$ cat config.mk
export PLATFORM = sky130hd
export DESIGN_NAME = hhmm_level_ctrl
export DESIGN_NICKNAME = d
export VERILOG_FILES = /design/src/rtl/hhmm_level_ctrl.sv
export SDC_FILE = /design/constraint.sdc
export NUM_CORES = 1
export LEC_CHECK = 0
export BUFFER_PORTS_ARGS = -buffer_cell sky130_fd_sc_hd__buf_2
export CAP_MARGIN = 20
export CELL_PAD_IN_SITES_DETAIL_PLACEMENT = 1
export CELL_PAD_IN_SITES_GLOBAL_PLACEMENT = 1
export CORE_MARGIN = 1
export CORE_UTILIZATION = 43
export DETAILED_ROUTE_END_ITERATION = 12
export PLACE_DENSITY = 0.81
export SLEW_MARGIN = 20
export SYNTH_ARGS = -nofsm -noshare
export SYNTH_HDL_FRONTEND = slang
export SYNTH_SLANG_ARGS = --single-unit
$ cat constraint.sdc
create_clock -name CLK -period 1.9 [get_ports CLK]
set_input_delay 0.285 -clock CLK [delete_from_list [all_inputs] [get_ports CLK]]
set_output_delay 0.285 -clock CLK [all_outputs]
set_load 0.02 [all_outputs]
$ cat src/rtl/hhmm_level_ctrl.sv
// Parent-side HHMM level controller: drives child BV commands, picks the entered child, reports termination upward.
// Latency: every output is registered; a change shows one cycle after the edge that samples its cause.
// Backpressure: none; BV_in=2 freezes the active child in place, BV_in=0 aborts to IDLE.
module hhmm_level_ctrl #(
    parameter int NCHILD    = 4,
    parameter int INIT_CYC  = 2,
    parameter int ENTER_MAX = 8,
    parameter int CW        = 8
) (
    input  logic                  CLK,
    input  logic                  INIT,
    input  logic [1:0]            BV_in,
    input  logic [NCHILD-1:0]     P_ent,
    input  logic [NCHILD-1:0]     T_child,
    output logic [2*NCHILD-1:0]   BV_out,
    output logic [NCHILD-1:0]     S,
    output logic                  T_out,
    output logic [CW-1:0]         term_cnt
);
    localparam int AW = (NCHILD > 1) ? $clog2(NCHILD) : 1;

    typedef enum logic [2:0] {IDLE, CINIT, ENTER, ACTIVE, TERM} state_t;

    state_t        state;
    logic [3:0]    icnt;
    logic [7:0]    wcnt;
    logic [AW-1:0] act;
    logic [AW-1:0] first_idx;

    // Lowest set entry bit wins when several children request entry together.
    always_comb begin
        first_idx = '0;
        for (int i = NCHILD - 1; i >= 0; i--) begin
            if (P_ent[i]) first_idx = AW'(i);
        end
    end

    function automatic logic [2*NCHILD-1:0] one_cmd(input logic [AW-1:0] idx, input logic [1:0] cmd);
        logic [2*NCHILD-1:0] v;
        v = '0;
        for (int i = 0; i < NCHILD; i++) begin
            if (idx == AW'(i)) v[2*i +: 2] = cmd;
        end
        return v;
    endfunction

    always_ff @(posedge CLK) begin
        if (INIT) begin
            state    <= IDLE;
            icnt     <= '0;
            wcnt     <= '0;
            act      <= '0;
            BV_out   <= '0;
            S        <= '0;
            T_out    <= 1'b0;
            term_cnt <= '0;
        end else begin
            T_out <= 1'b0;
            case (state)
                IDLE: begin
                    BV_out <= '0;
                    S      <= '0;
                    if (BV_in == 2'd3) begin
                        state  <= CINIT;
                        icnt   <= 4'd1;
                        BV_out <= '1;
                    end else if (BV_in == 2'd1) begin
                        state <= ENTER;
                        wcnt  <= '0;
                    end
                end
                CINIT, TERM: begin
                    // Hold BV=3 until the child latches have seen INIT_CYC cycles of it.
                    if (icnt == 4'(INIT_CYC)) begin
                        state  <= IDLE;
                        BV_out <= '0;
                    end else begin
                        icnt <= icnt + 4'd1;
                    end
                end
                ENTER: begin
                    if (BV_in == 2'd0) begin
                        state <= IDLE;
                    end else if (|P_ent) begin
                        state  <= ACTIVE;
                        act    <= first_idx;
                        S      <= NCHILD'(1) << first_idx;
                        BV_out <= one_cmd(first_idx, 2'd1);
                    end else if (wcnt == 8'(ENTER_MAX - 1)) begin
                        state  <= ACTIVE;
                        act    <= '0;
                        S      <= NCHILD'(1);
                        BV_out <= one_cmd('0, 2'd1);
                    end else begin
                        wcnt <= wcnt + 8'd1;
                    end
                end
                ACTIVE: begin
                    case (BV_in)
                        2'd0: begin
                            state  <= IDLE;
                            S      <= '0;
                            BV_out <= '0;
                        end
                        2'd3: begin
                            state  <= CINIT;
                            icnt   <= 4'd1;
                            S      <= '0;
                            BV_out <= '1;
                        end
                        2'd2: BV_out <= one_cmd(act, 2'd2);
                        default: begin
                            if (T_child[act]) begin
                                state  <= TERM;
                                icnt   <= 4'd1;
                                T_out  <= 1'b1;
                                S      <= '0;
                                BV_out <= one_cmd(act, 2'd3);
                                if (term_cnt != '1) term_cnt <= term_cnt + CW'(1);
                            end else begin
                                BV_out <= one_cmd(act, 2'd1);
                            end
                        end
                    endcase
                end
                default: state <= IDLE;
            endcase
        end
    end
endmodule

==> flow_metrics.py <==
metrics = {
    "timing": {
        "timing.final.crit_share": 0.930,
        "setup_viol": 0,
        "drv_slew": 0,
        "clock.fmax_ghz": 0.566,
        "rsz0062_at_grt": "false",
        "worst_pin_slew_ns": 0.415,
        "skew_ns": 0.00422,
        "slew_headroom": 0.721,
        "holdWs_ns": 0.303,
        "setup_tns_ns": 0,
        "fin_crit_ns": 1.77,
        "hold_viol": 0,
    },
    "finish": {
        "final_area_um2": 2780,
        "nNetsFinal": 338,
        "areaGrowthSynthToFinish_pct": 19.3,
        "drive_gt1_frac": 0.293,
        "num_antenna_cells": 0,
        "fin_cells": 387,
    },
    "placement": {
        "gp_congestion": 0.796,
        "placed_area_um2": 2670,
        "dp_hpwl_um": 4520,
        "numPortBuffers": 32,
        "dp_cells": 379,
    },
    "die": {
        "core-area_um2": 5170,
        "initial_core_util": 0.450,
        "dieArea_um2": 5710,
        "ios": 33,
        "die_h_um": 75.5,
        "die_w_um": 75.5,
        "num_rows": 26,
    },
    "global_route": {
        "grt-ovfl-total": 0,
        "grtUsageMet3": 0.0437,
        "grt.met1_usage": 0.288,
        "grt_pass1_wl_um": 9690,
        "grt_usage": 0.225,
        "grt.busiest_layer": "met2",
        "met2_usage": 0.383,
        "antenna_found_initial": 0,
        "grt_max_degree": 20,
        "grt_pass1_vias": 2038,
    },
    "worst_setup_path": {
        "r2r-start": "act[0]$_SDFFE_PP0P_",
        "setup.worst_path.start": "act[0]$_SDFFE_PP0P_",
        "reg2reg_depth": 6,
        "worstPathRequired_ns": 2.08,
        "crit_path_end_kind": "flip-flop",
        "critPathBufInv": 1,
        "r2r_end": "icnt[1]$_SDFFE_PP0P_",
        "worstPathCellList": "mux4_2, nor3_1, a211oi_2, buf_4, mux2i_1, nor2_1",
        "slowest_delay_ns": 0.58,
        "worst-path-max-fanout": 4,
        "reg2reg_slack_ns": 0.13,
        "crit_family": "multiplexers",
        "crit_slowest_cell": "mux4_2",
        "cp_data_arrival_time_ns": 1.95,
        "path_class": "flip-flop to flip-flop",
        "cp-start-kind": "flip-flop",
    },
    "clock_network": {
        "worstSkewPairLatency_ns": 0.29,
        "cts_hold_buffers": 0,
        "ctsHtreeMaxLevel": 2,
        "clockBufferDepth": 2,
        "clk_pin_slew_ns": 0.08,
        "cts_tree": "built",
        "post-cts-setup-buffers": 0,
        "cts_buffers": 5,
        "cts.sinks": 38,
        "clockRootBuffer": "clkbuf_8",
    },
    "detailed_routing": {
        "viasPerCell": 5.49,
        "drtPass1Iterations": 4,
        "drc": 0,
        "ant_nets": 0,
        "routedWlPerCell_um": 15.5,
        "first_iter_violations": 84,
        "vias": 2124,
        "drt-total-wl_um": 6000,
    },
    "logic_synthesis": {
        "synth_top_area_frac": 0.327,
        "async_flop_share": 0,
        "synth_area_leader_cell": "dfxtp_1",
        "synthTopCellsByCount": "38 x dfxtp_1, 34 x nor2_1, 20 x a21oi_1",
        "syn_nets": 286,
        "yosysWarnings": 0,
        "netlist_area_um2": 2330,
        "ys.flop_type": "dfxtp_1",
        "ys_ff_latch": 38,
        "synth_area_leaders": "dfxtp_1 33%, nor2_1 5.5%, ha_1 5.4%, a21oi_1 4.3%, mux2i_1 3.9%",
        "synth_cells": 264,
        "yosysSeqAreaShare": 0.327,
        "synth_edf_count": 0,
        "synth.most_common_cell": "dfxtp_1",
        "syn_area_per_cell_um2": 8.81,
        "synth.distinct_cells": 59,
    },
    "run_status": {
        "outcome": "finished, final reports clean",
    },
    "power": {
        "ir_drop_v": 0.000536,
        "powerDensity_nw_per_um2": 946,
        "power_leakage_nw": 1.12,
    },
    "hold_path": {
        "min_path_cells": 2,
        "hold_path_class": "input pin to flip-flop",
        "holdPathEnd": "state[1]$_SDFFE_PP0P_",
        "hold_start": "INIT",
    },
    "flow_run": {
        "drv_cap": 0,
    },
}
[power by group]
part / internal [mW] / leakage, nW / switching, mW / total, mW
combinational: 0.465 / 0.759 / 0.578 / 1.04
clock: 0.293 / 0.0482 / 0.291 / 0.583
sequential: 0.891 / 0.309 / 0.108 / 1.00
[routing by layer]
layer  wire length [um]  vias up
met5                  0        -
met4                 89        0
met3                178       11
met2               2930       35
met1               2800     1023
li1                   -     1055
[worst max path at each step]
stage                                   to  slack [ns]  cells after the start
floorplan           BV_out[1]$_SDFFE_PP0P_        0.14                      8
global placement    BV_out[4]$_SDFFE_PP0P_       -0.01                      4
detailed placement  BV_out[4]$_SDFFE_PP0P_       -0.14                      4
CTS                   icnt[2]$_SDFFE_PP0P_        0.03                      5
global route          wcnt[7]$_SDFFE_PP0P_       0.006                      6
finish                icnt[1]$_SDFFE_PP0P_        0.13                      6
[cells in the final DEF (no fill, tap or decap), types with 4 or more instances in the layout]
cell      instances
nor3_1           11
or3_1             7
buf_2            32
xor2_1            4
nor2_1           34
nor3b_1           4
inv_1             9
nand2_1          15
ha_1             10
clkbuf_8          6
dfxtp_1          35
o21ai_0          18
a21oi_1          20
buf_4            25
mux2i_1           9
a211oi_1          7
nand3_1          10
xnor2_1           7
[sequential cells by signal, summed over array words and instances (netlist names)]
signal / count
S: 4
T_out: 1
act: 2
BV_out: 8
term_cnt: 8
icnt: 4
wcnt: 8
state: 3
[through the flow]
stage | setup WS [ns] | total power [mW] | util
6_report | 0.133 | 2.63 | 0.537
5_1_grt | 0.00592 | 2.79 | 0.537
4_1_cts | 0.0264 | 2.65 | 0.535
3_5_place_dp | -0.137 | 2.06 | 0.516
3_3_place_gp | -0.0135 | 2.02 | 0.516
2_1_floorplan | 0.141 | 1.71 | -
[final cells by class]
cell class	instances	area, um2
Clock buffer	7	86.3
Timing Repair Buffer	58	368
Sequential cell	38	764
Inverter	9	33.8
Clock inverter	1	5.00
Fill cell	661	2400
Multi-Input combinational cell	204	1430
Tap cell	70	87.6
[cells by family (layout without fill, tap and decap cells)]
logic type / count (synthesis) / in the layout / synth area share
simple gates: 104 / 104 / 0.245
compound gates: 68 / 68 / 0.216
flops: 38 / 38 / 0.327
buf+inv: 22 / 75 / 0.0635
xor+xnor: 11 / 11 / 0.0414
mux: 11 / 11 / 0.0533
fa+ha+maj: 10 / 10 / 0.0538
[what timing repair did]
action | in CTS | in global routing
gates resized for setup | 2 | 3
endpoints found under the setup margin | 4 | 14
pin swaps | 0 | 0
hold endpoints to repair | 0 | 0
No activity file was read; power rests on OpenSTA's default activity.
